## config.mk

```make
export PLATFORM = sky130hd
export DESIGN_NAME = range_rng
export DESIGN_NICKNAME = d
export VERILOG_FILES = /design/src/rtl/range_rng_pkg.sv /design/src/rtl/lfsr_core.sv /design/src/rtl/range_rng.sv
export SDC_FILE = /design/constraint.sdc
export NUM_CORES = 1
export LEC_CHECK = 0
export BUFFER_PORTS_ARGS = -buffer_cell sky130_fd_sc_hd__buf_4
export CORE_ASPECT_RATIO = 0.9
export CORE_MARGIN = 2
export CORE_UTILIZATION = 45
export DETAILED_ROUTE_END_ITERATION = 12
export GPL_ROUTABILITY_DRIVEN = 0
export PLACE_DENSITY = 0.69
export SETUP_SLACK_MARGIN = 0.15
export SLEW_MARGIN = 20
export SYNTH_ARGS = -nofsm -noshare
export SYNTH_HDL_FRONTEND = slang
export SYNTH_SLANG_ARGS = --single-unit
```

## constraint.sdc

```tcl
create_clock -name CLK -period 10.7 [get_ports CLK]
set_input_delay 2.675 -clock CLK [delete_from_list [all_inputs] [get_ports CLK]]
set_output_delay 2.675 -clock CLK [all_outputs]
set_load 0.01 [all_outputs]
```

## src/rtl/range_rng_pkg.sv

```systemverilog
// Shared constants for the bounded random-number generator: FSM encodings,
// default seed and maximal-length LFSR tap masks per supported width.
package range_rng_pkg;

    localparam logic [1:0] ST_IDLE = 2'd0;
    localparam logic [1:0] ST_LOAD = 2'd1;
    localparam logic [1:0] ST_DIV  = 2'd2;
    localparam logic [1:0] ST_DONE = 2'd3;

    localparam logic [31:0] DEFAULT_SEED = 32'h0000_ACE1;

    // Bit i set means stage i+1 feeds the XOR; masks come from primitive polynomials.
    function automatic logic [31:0] tap_mask(input int width);
        case (width)
            8:       return 32'h0000_00B8;  // x^8  + x^6  + x^5 + x^4 + 1
            16:      return 32'h0000_D008;  // x^16 + x^15 + x^13 + x^4 + 1
            24:      return 32'h00E1_0000;  // x^24 + x^23 + x^22 + x^17 + 1
            32:      return 32'h8020_0003;  // x^32 + x^22 + x^2 + x + 1
            default: return 32'h0000_0000;
        endcase
    endfunction

    function automatic bit width_supported(input int width);
        return (width == 8) || (width == 16) || (width == 24) || (width == 32);
    endfunction

endpackage

```

## src/rtl/lfsr_core.sv

```systemverilog
// Free-running Fibonacci LFSR: reload on restart, step while run is high, hold otherwise.
module lfsr_core
    import range_rng_pkg::*;
#(
    parameter int              WIDTH = 16,
    parameter logic [WIDTH-1:0] SEED = WIDTH'(DEFAULT_SEED)
) (
    input  logic             CLK,
    input  logic             RST,
    input  logic             restart,
    input  logic             run,
    output logic [WIDTH-1:0] value
);

    localparam logic [WIDTH-1:0] MASK   = WIDTH'(tap_mask(WIDTH));
    // An all-zero state would never leave zero, so a zero seed is replaced by 1.
    localparam logic [WIDTH-1:0] RELOAD = (SEED == '0) ? WIDTH'(1) : SEED;

    logic feedback;

    assign feedback = ^(value & MASK);

    // NOTE: registers take non-blocking assignments so every flop samples pre-edge values.
    always_ff @(posedge CLK or negedge RST) begin
        if (!RST) begin
            value <= RELOAD;
        end else if (restart) begin
            value <= RELOAD;
        end else if (run) begin
            value <= {value[WIDTH-2:0], feedback};
        end
    end

endmodule

```

## src/rtl/range_rng.sv

```systemverilog
// Bounded random-number generator: captures an LFSR sample on request and reduces it
// into [offset, limit] with a bit-serial restoring remainder, one bit per cycle.
module range_rng
    import range_rng_pkg::*;
#(
    parameter int              WIDTH = 16,
    parameter logic [WIDTH-1:0] SEED = WIDTH'(DEFAULT_SEED)
) (
    input  logic             CLK,
    input  logic             RST,
    input  logic             restart,
    input  logic             run,
    input  logic             req,
    input  logic [WIDTH-1:0] offset,
    input  logic [WIDTH-1:0] limit,
    output logic             ready,
    output logic             valid,
    output logic [WIDTH-1:0] out,
    output logic             range_err
);

    localparam int CNT_W = $clog2(WIDTH);

    if (!width_supported(WIDTH)) begin : g_bad_width
        $error("range_rng: unsupported WIDTH %0d (use 8, 16, 24 or 32)", WIDTH);
    end

    logic [WIDTH-1:0] lfsr_value;

    lfsr_core #(
        .WIDTH (WIDTH),
        .SEED  (SEED)
    ) u_lfsr (
        .CLK     (CLK),
        .RST     (RST),
        .restart (restart),
        .run     (run),
        .value   (lfsr_value)
    );

    logic [1:0]       state;
    logic [WIDTH-1:0] val;
    logic [WIDTH-1:0] off;
    logic [WIDTH-1:0] lim;
    logic [WIDTH:0]   span;
    logic [CNT_W-1:0] cnt;
    logic             err;
    // The remainder is always below span <= 2^WIDTH, so WIDTH bits hold it exactly.
    logic [WIDTH-1:0] rem;

    logic [WIDTH:0]   trial;
    logic [WIDTH-1:0] rem_next;

    // NOTE: every always_comb output gets a default first, so no latch can be inferred.
    always_comb begin
        trial    = {rem, val[cnt]};
        rem_next = trial[WIDTH-1:0];
        if (trial >= span) begin
            rem_next = WIDTH'(trial - span);
        end
    end

    assign ready = (state == ST_IDLE);

    // NOTE: datapath registers are reset as well, so an aborted request leaves nothing stale.
    always_ff @(posedge CLK or negedge RST) begin
        if (!RST) begin
            state     <= ST_IDLE;
            val       <= '0;
            off       <= '0;
            lim       <= '0;
            span      <= '0;
            cnt       <= '0;
            err       <= 1'b0;
            rem       <= '0;
            valid     <= 1'b0;
            out       <= '0;
            range_err <= 1'b0;
        end else begin
            valid <= 1'b0;
            case (state)
                ST_IDLE: begin
                    if (req) begin
                        val   <= lfsr_value;
                        off   <= offset;
                        lim   <= limit;
                        state <= ST_LOAD;
                    end
                end
                ST_LOAD: begin
                    // Full range yields span = 2^WIDTH; the error case still iterates for fixed latency.
                    span  <= {1'b0, lim} - {1'b0, off} + (WIDTH+1)'(1);
                    err   <= (lim < off);
                    rem   <= '0;
                    cnt   <= CNT_W'(WIDTH - 1);
                    state <= ST_DIV;
                end
                ST_DIV: begin
                    rem <= rem_next;
                    if (cnt == '0) begin
                        state <= ST_DONE;
                    end else begin
                        cnt <= cnt - CNT_W'(1);
                    end
                end
                ST_DONE: begin
                    out       <= err ? off : off + rem;
                    range_err <= err;
                    valid     <= 1'b1;
                    state     <= ST_IDLE;
                end
                default: state <= ST_IDLE;
            endcase
        end
    end

endmodule

```

* Word-level counts from Yosys, hierarchy flattened *
Cells that the tools add are included.
W data, S select, Z words.

word-level totals
  output and inout port bits = 19
  logic and storage cells = 47
  flip-flop bits (word level) = 122
  input port bits = 37

cells by class
  order comparisons = 3
  add/subtract/negate cells = 5
  eq/ne operators = 6
  multiplexer cells = 13
  reductions and logical operators = 8

operators by type and width
  kind                     number
  $mux W16                 4
  $pmux W16 S2             1
  $add A17 B1 Y17 const B  1
  $ge A17 B17 Y1           1
  $sub A16 B16 Y17         1
  $add A16 B16 Y16         1
  $lt A16 B16 Y1           1
  $reduce_xor A16 Y1       1
  $sub A16 B16 Y16         1
  $pmux W2 S4              1
  $pmux W4 S2              1
  $ne A2 B2 Y1 const B     3
  $reduce_and A2 Y1        3
  $lt A4 B5 Y1 const B     1
  $bmux W1 S4              1
  $eq A2 B2 Y1 const B     2
  $logic_not A4 Y1         1
  $mux W2                  2
  $mux W4                  1
  $reduce_bool A2 Y1       2
  $sub A4 B1 Y4 const B    1
  $eq A2 B1 Y1 const B     1
  $logic_not A2 Y1         1
  $mux W1                  2

* Depth between registers and ports, before layout *
Gate-level depths: netlist of run 1.

  depth in word-level cells = 5
  depth in mapped cells = 15
  mapped depth without buffers = 14

* Cells and area by module *
A second synthesis of run 1 with hierarchy kept.

second synthesis, totals
  cells, all modules = 764
  area total of the unflattened synthesis = 7793.7 um^2

modules (own cells, without submodules)
  module     sequential area each (um^2)  cells each  area each (um^2)  times used
  range_rng  2652.5                       709         7104.3            1
  lfsr_core  410.4                        55          689.4             1

* Worst setup path after synthesis of run 1 *
OpenSTA, ideal clock, no wires.

  kind = input to register
  start = in req
  end = reg val[10]
  path slack = 6770 ps
  required time = 10575 ps
  data arrival time = 3805 ps
  stages = 4
  path buffers = 2
  library setup time = 125 ps
  path through = nand2_1 > clkbuf_1 > buf_1 > mux2_2

between the ends
  word-level cells in the longest chain between the ends = 1

ends and longest elaborated chain
  item                         line             source
  start: declaration           range_rng.sv:13  input logic req,
  $reduce_and A2 Y1 (no line)  --
  end signal: assignment       range_rng.sv:84  val <= lfsr_value;
  end: declaration             range_rng.sv:42  logic [WIDTH-1:0] val;

No other way between the ends.
A chain may end at the register's enable or synchronous reset.

* Worst setup path after layout of run 1 *
  start = reg cnt[0]
  end = reg rem[0]

between the ends
  word-level cells in the longest chain between the ends = 5
  elaborated cells on any way between the ends = 6
  those cells by class = add/sub (1); order compare (1); mux (4)

ends and longest elaborated chain
  item                                                line                              source
  start: declaration                                  range_rng.sv:46                   logic [CNT_W-1:0] cnt;
  start signal: assignment                            range_rng.sv:95                   cnt <= CNT_W'(WIDTH - 1);
  start signal: assignment                            range_rng.sv:103                  cnt <= cnt - CNT_W'(1);
  $bmux W1 S4 *                                       range_rng.sv:56                   trial = {rem, val[cnt]};
  $mux W1 (not written as such) *                     range_rng.sv:56
  $sub A16 B16 Y16 or $ge A17 B17 Y1 (tied branches)  range_rng.sv:59, range_rng.sv:58
  $mux W16 *                                          range_rng.sv:58                   if (trial >= span) begin
  $pmux W16 S2 *                                      range_rng.sv:81                   case (state)
  end signal: assignment                              range_rng.sv:99                   rem <= rem_next;
  end: declaration                                    range_rng.sv:49                   logic [WIDTH-1:0] rem;

Mark *: on every way between the ends. The rest lies on a longest branch, timed or not. The select of a mux whose other input is x is not followed.

==> flow_summary.json, run 1 <==
{
  "outcome": "finished, final reports clean",
  "routedWlPerCell_um": 15.48,
  "dieArea_mm2": 0.01840,
  "hp-class": "flip-flop to flip-flop",
  "start_util": 0.4602,
  "post_dp_cell_area_mm2": 0.008411,
  "worst-setup-path-type": "flip-flop to flip-flop",
  "post_cts_buffers": 0,
  "path_common_cell": "mux4_2",
  "max_freq_mhz": 245.5,
  "ir_drop_v": 0.0001484,
  "fin_crit_sh": 0.3807,
  "cellPowerDensity_mw_per_mm2": 326.2,
  "core-area_mm2": 0.01695,
  "rsz0062_at_grt": "false",
  "synthTopCellsByArea": "dfrtp_1 37%, ha_1 11%, mux2_2 7.2%",
  "io_pins": 56,
  "critPathRequiredTime_ns": 11.04,
  "setup_viol": 0,
  "cts-htree-levels": 4,
  "firstDrtPassIters": 5,
  "syn_to_final_growth_pct": 15.75,
  "die_h_um": 128.9,
  "synth.distinct_cells": 64,
  "power.internal_uw": 1739,
  "p_leak_uw": 0.004180,
  "hpwlAfterDp_um": 12130,
  "worst_setup_path_start_kind": "flip-flop",
  "postSynthCellCount": 765,
  "num_vias": 5619,
  "routed_wl_um": 16450,
  "pwr-share-clk": 0.200,
  "tightest_slew_ns": 0.9948,
  "netlist.area_leader.share": 0.3658,
  "rows": 45,
  "numClockSinks": 122,
  "antenna_found_initial": 0,
  "hold_violations": 0,
  "crit_arrival_ns": 4.41,
  "fin_cells": 1063,
  "final_common_cell": "dfrtp_1",
  "layout_common_cells": "114 x dfrtp_1, 70 x ha_1, 67 x nor2_1",
  "yosys_warnings": 0,
  "hold_buffers": 0,
  "min_period_ns": 4.074,
  "n_antenna_cell": 0,
  "clk_pin_slew_ns": 0.06,
  "cp_slowest_cell": "a221o_1",
  "syn_area_mm2": 0.007799,
  "drive_gt1_frac": 0.2029,
  "wl_met3_um": 678,
  "grt_usage": 0.1984,
  "dp_cells": 1031,
  "rr_startpoint": "cnt[0]$_DFFE_PN0P_",
  "critical_path.max_fanout": 17,
  "setup_tns_ns": 0,
  "async_flop_share": 1.000,
  "grt_pass1_wl_um": 28720,
  "yosysTopAreaCell": "dfrtp_1",
  "root_buffer": "clkbuf_16",
  "top_layer": "met4",
  "finalInstanceArea_mm2": 0.009027,
  "worstSetupStartpoint": "cnt[0]$_DFFE_PN0P_",
  "grt_max_degree": 65,
  "p_switching_uw": 1205,
  "maxCapViolations": 0,
  "cts_buffers": 17,
  "path_buf_inv": 1,
  "die_w_um": 142.8,
  "nets": 932,
  "synth-seq-cells": 122,
  "drc": 0,
  "synth_ff_type": "dfrtp_1",
  "max_slew_margin": 0.3368,
  "cts_tree": "done",
  "crit_chain": "mux4_2 -> mux4_2 -> inv_1 -> ha_1 -> nor2b_4 -> o31a_4 -> o31ai_4 -> a211o_2 -> nand3b_1 -> a221o_1 -> mux2_4 -> o2bb2ai_2",
  "cpPeakStageDelay_ns": 0.64,
  "drv_slew": 0,
  "vias_per_cell": 5.286,
  "cts_resized": 0,
  "cp-end-kind": "flip-flop",
  "dr.first_iter.drc_count": 311,
  "syn-num-nets": 882,
  "skew_ns": 0.01020,
  "io_buffer_count": 55,
  "grt_pass1_vias": 5791,
  "synth-edff-count": 0,
  "cts.path.max_buffers": 2,
  "yosysSeqAreaShare": 0.3927,
  "wl_met2_um": 6773,
  "power_frac_comb": 0.530,
  "worstHoldStart": "out[6]$_DFFE_PN0P_",
  "swShare": 0.4093,
  "final_core_util": 0.5327,
  "power_frac_seq": 0.270,
  "m1WireLength_um": 8739,
  "path_delay_family": "multiplexers",
  "clock_insertion_delay_worst_skew_ns": 0.42,
  "grt_overflow": 0,
  "ant_nets": 0,
  "syn_avg_cell_area_um2": 10.19
}
## worst register-to-register path, cell delays in order (launching register included)
cell,delay (ns)
dfrtp_1,0.51
mux4_2,0.55
mux4_2,0.49
inv_1,0.15
ha_1,0.24
nor2b_4,0.06
o31a_4,0.29
o31ai_4,0.22
a211o_2,0.20
nand3b_1,0.09
a221o_1,0.64
mux2_4,0.45
o2bb2ai_2,0.11
## area by class of cell
cell class                      instances  area [µm²]
Clock inverter                         14       172.7
Timing Repair Buffer                   58       435.4
Tap cell                              235       294.0
Clock buffer                           18       439.2
Sequential cell                       122        3063
Fill cell                            1526        7920
Multi-Input combinational cell        553        4387
Inverter                               63       236.5
## flip-flops by register name (all words and copies together) (netlist names)
signal	count
val	16
lim	16
rem	16
valid	1
cnt	4
state	2
out	16
range_err	1
err	1
span	17
off	16
u_lfsr.value	16
## Yosys cell counts, drive strengths merged, types with 5 or more instances
cell / number
dfrtp: 114
ha: 70
nor2: 67
inv: 63
mux2: 51
a21oi: 45
nand2: 39
o21ai: 34
mux2i: 28
clkbuf: 20
xnor2: 20
nor2b: 19
nor3: 15
xor2: 13
nand3: 12
o2bb2ai: 12
fa: 10
a211o: 9
a31oi: 9
o21a: 9
a21o: 8
dfstp: 8
o211ai: 8
buf: 7
nand2b: 7
a211oi: 6
nand4: 6
and3: 5
mux4: 5
## per-stage QoR
step	setup slack, ns	power, µW	hold WS [ns]
after global placement	6.510	2321	0.4702
after CTS	6.586	2966	0.4882
final	6.626	2945	0.4830
after global routing	6.406	3232	0.5196
after detailed placement	6.519	2351	0.4716
after floorplan	6.770	1984	0.4739
## path summary, 6_finish.rpt
kind	end	slack, ns	cells after the start
min in group asynchronous	out[2]$_DFFE_PN0P_	2.34	1
max in group asynchronous	state[0]$_DFFE_PN0P_	7.12	2
hold / removal	out[6]$_DFFE_PN0P_	0.48	1
setup reg to reg	rem[0]$_DFFE_PN0P_	6.63	12
hold reg to reg	out[6]$_DFFE_PN0P_	0.48	1
setup / recovery	rem[0]$_DFFE_PN0P_	6.63	12
## power groups by stage
stage	registers (µW)	logic [µW]	clock network (µW)
floorplan	747	1240	0
global placement	795	1530	0
detailed placement	801	1550	0
CTS	794	1570	599
global route	822	1790	620
finish	794	1560	588
## cell families (layout without fill, tap and decap cells)
kind of cell / Yosys count / count (layout) / synth area share
simple gates: 184 / 184 / 0.1117
compound gates: 172 / 172 / 0.1503
flops: 122 / 122 / 0.3927
buf+inv: 90 / 153 / 0.04572
mux: 84 / 84 / 0.1245
fa+ha+maj: 80 / 80 / 0.1380
xor+xnor: 33 / 33 / 0.03706
## metal layers
metal | up-vias | track usage
met4 | 0 | 0.07047
li1 | 2826 | -
met2 | 97 | 0.2862
met5 | - | 0
met1 | 2679 | 0.3002
met3 | 17 | 0.03424
(Power assumes the default switching activity.)
==> inputs of run 2 (changes only) <==
- PLACE_DENSITY: 0.69 -> 0.72
- clock period: 10.7 -> 3.7 ns (I/O delays scaled with it)
==> run 2 against run 1 <==
First-iteration DRC count down 5.1%. Largest power group unchanged. Via count rose by 3.6%. Fmax increased by 16%. Combinational power increased to 3.0 times the previous value. Non-clock buffer count increased by 12. Critical path type unchanged.
==> flow_summary.json, run 2 (synthesized netlist as in run 1, its figures left out) <==
{
  "skew_ns": 0.008977,
  "min_period_ns": 3.517,
  "clock_insertion_delay_worst_skew_ns": 0.43,
  "hpwlAfterDp_um": 12740,
  "firstDrtPassIters": 4,
  "multiInputGateArea_mm2": 0.004399,
  "critPathRequiredTime_ns": 4.03,
  "dr.first_iter.drc_count": 295,
  "setup_viol": 0,
  "reg2reg_depth": 13,
  "cp-end-kind": "flip-flop",
  "grt_pass1_vias": 5806,
  "seq_area_mm2": 0.003064,
  "crit_arrival_ns": 3.85,
  "ant_nets": 0,
  "start_util": 0.4602,
  "reg2reg_to": "rem[13]$_DFFE_PN0P_",
  "cts_buffers": 17,
  "max_freq_mhz": 284.3,
  "whs_path_depth": 1,
  "layout_common_cells": "113 x dfrtp_1, 69 x ha_1, 68 x buf_4",
  "grt_max_degree": 50,
  "num_vias": 5822,
  "io_buffer_count": 55,
  "fillers": 1495,
  "worstHoldStart": "out[6]$_DFFE_PN0P_",
  "drive_gt1_frac": 0.2179,
  "cts_tree": "done",
  "nets": 944,
  "io_pins": 56,
  "final_core_util": 0.5379,
  "core-area_mm2": 0.01695,
  "cellPowerDensity_mw_per_mm2": 942.1,
  "root_buffer": "clkbuf_16",
  "post_dp_cell_area_mm2": 0.008491,
  "routed_wl_um": 17320,
  "final_common_cell": "dfrtp_1",
  "syn_to_final_growth_pct": 16.89,
  "dieArea_mm2": 0.01840,
  "ir_drop_v": 0.0004764,
  "clk_pin_slew_ns": 0.06,
  "p_leak_uw": 0.004230,
  "hold_violations": 0,
  "rsz0062_at_grt": "true",
  "outcome": "finished, final reports clean",
  "die_h_um": 128.9,
  "rr_startpoint": "cnt[0]$_DFFE_PN0P_",
  "finalInstanceArea_mm2": 0.009116,
  "rows": 45,
  "reg2reg_slack_ns": 0.18,
  "numClockSinks": 122,
  "worst_setup_path_start_kind": "flip-flop",
  "hold_buffers": 0,
  "top_register": "span",
  "drc": 0,
  "grt_pass1_wl_um": 29360,
  "routedWlPerCell_um": 16.11,
  "hp-class": "flip-flop to flip-flop",
  "setup_tns_ns": 0,
  "grt_overflow": 0,
  "fin_crit_sh": 0.9506,
  "cts-htree-levels": 4,
  "maxCapViolations": 0,
  "worstHoldEndpoint": "out[6]$_DFFE_PN0P_",
  "vias_per_cell": 5.416,
  "drv_slew": 0,
  "cts.path.max_buffers": 2,
  "tightest_slew_ns": 0.9475,
  "critical_path.max_fanout": 7,
  "die_w_um": 142.8,
  "max_slew_margin": 0.3683,
  "antenna_found_initial": 0,
  "worst-setup-path-type": "flip-flop to flip-flop",
  "grt_usage": 0.2040,
  "largest_reg_flops": 17,
  "n_antenna_cell": 0
}
run 2: cell types whose count changed in the layout (fill, tap and decap cells not counted), sizes merged:
| cell | delta |
|---|---|
| clkinvlp | -1 |
| bufinv | -1 |
| clkbuf | +2 |
| clkinv | +1 |
| buf | +12 |
| inv | -1 |
run 2: worst max-delay path by stage:
stage,start,endpoint,slack (ns),cells past startpoint
after floorplan,cnt[0]$_DFFE_PN0P_,rem[1]$_DFFE_PN0P_,0.28,15
after CTS,cnt[0]$_DFFE_PN0P_,rem[7]$_DFFE_PN0P_,0.16,13
after detailed placement,cnt[0]$_DFFE_PN0P_,rem[4]$_DFFE_PN0P_,0.02,13
after global placement,cnt[0]$_DFFE_PN0P_,rem[14]$_DFFE_PN0P_,0.08,13
final,cnt[0]$_DFFE_PN0P_,rem[13]$_DFFE_PN0P_,0.18,13
after global routing,cnt[0]$_DFFE_PN0P_,rem[1]$_DFFE_PN0P_,0.06,13
run 2: report_power, final:
part | leakage, µW | switching (µW) | total [µW] | internal (µW)
logic | 0.00248 | 2490 | 4670 | 2170
registers | 0.00146 | 448 | 2290 | 1850
clock network | 0.000289 | 608 | 1630 | 1020
total | 0.00423 | 3550 | 8590 | 5040
run 2: per-stage QoR:
step	setup slack, ns	power [µW]	hold slack, ns	cells
finish	0.1828	8588	0.4906	1075
global route	0.05626	9384	0.5169	1075
CTS	0.1597	8579	0.4942	1073
detailed placement	0.02484	6847	0.4702	1040
global placement	0.07771	6756	0.4790	1040
floorplan	0.2779	5738	0.4739	765
run 2: what timing repair did:
item	CTS	global route
setup endpoints to repair	16	16
buffers inserted	1	2
hold endpoints to repair	0	0
resized for setup	3	5
pin swaps	1	2
run 2: metal layers:
layer | global-route usage | wire length (µm) | part of all wire | vias to the layer above
li1 | - | - | - | 2852
met1 | 0.2881 | 8565 | 0.49 | 2835
met2 | 0.3131 | 7715 | 0.45 | 114
met3 | 0.03461 | 697 | 0.040 | 21
met4 | 0.08445 | 344 | 0.020 | 0
met5 | 0 | 0 | 0 | -
run 2: worst max-delay path, stage by stage (launching register included):
cell      delay [ns]
dfrtp_2         0.46
mux4_2          0.53
mux4_2          0.50
inv_2           0.10
ha_4            0.14
nor2b_4         0.04
o31a_4          0.29
o31ai_4         0.22
a211o_2         0.18
nand3b_1        0.07
a221o_1         0.40
buf_4           0.18
mux2i_1         0.12
o31ai_1         0.19
run 2: layout make-up:
class / instances / area share
Clock buffer: 20 / 0.05010
Clock inverter: 12 / 0.01359
Inverter: 63 / 0.02594
Multi-Input combinational cell: 553 / 0.4826
Sequential cell: 122 / 0.3361
Tap cell: 235 / 0.03225
Timing Repair Buffer: 70 / 0.05943
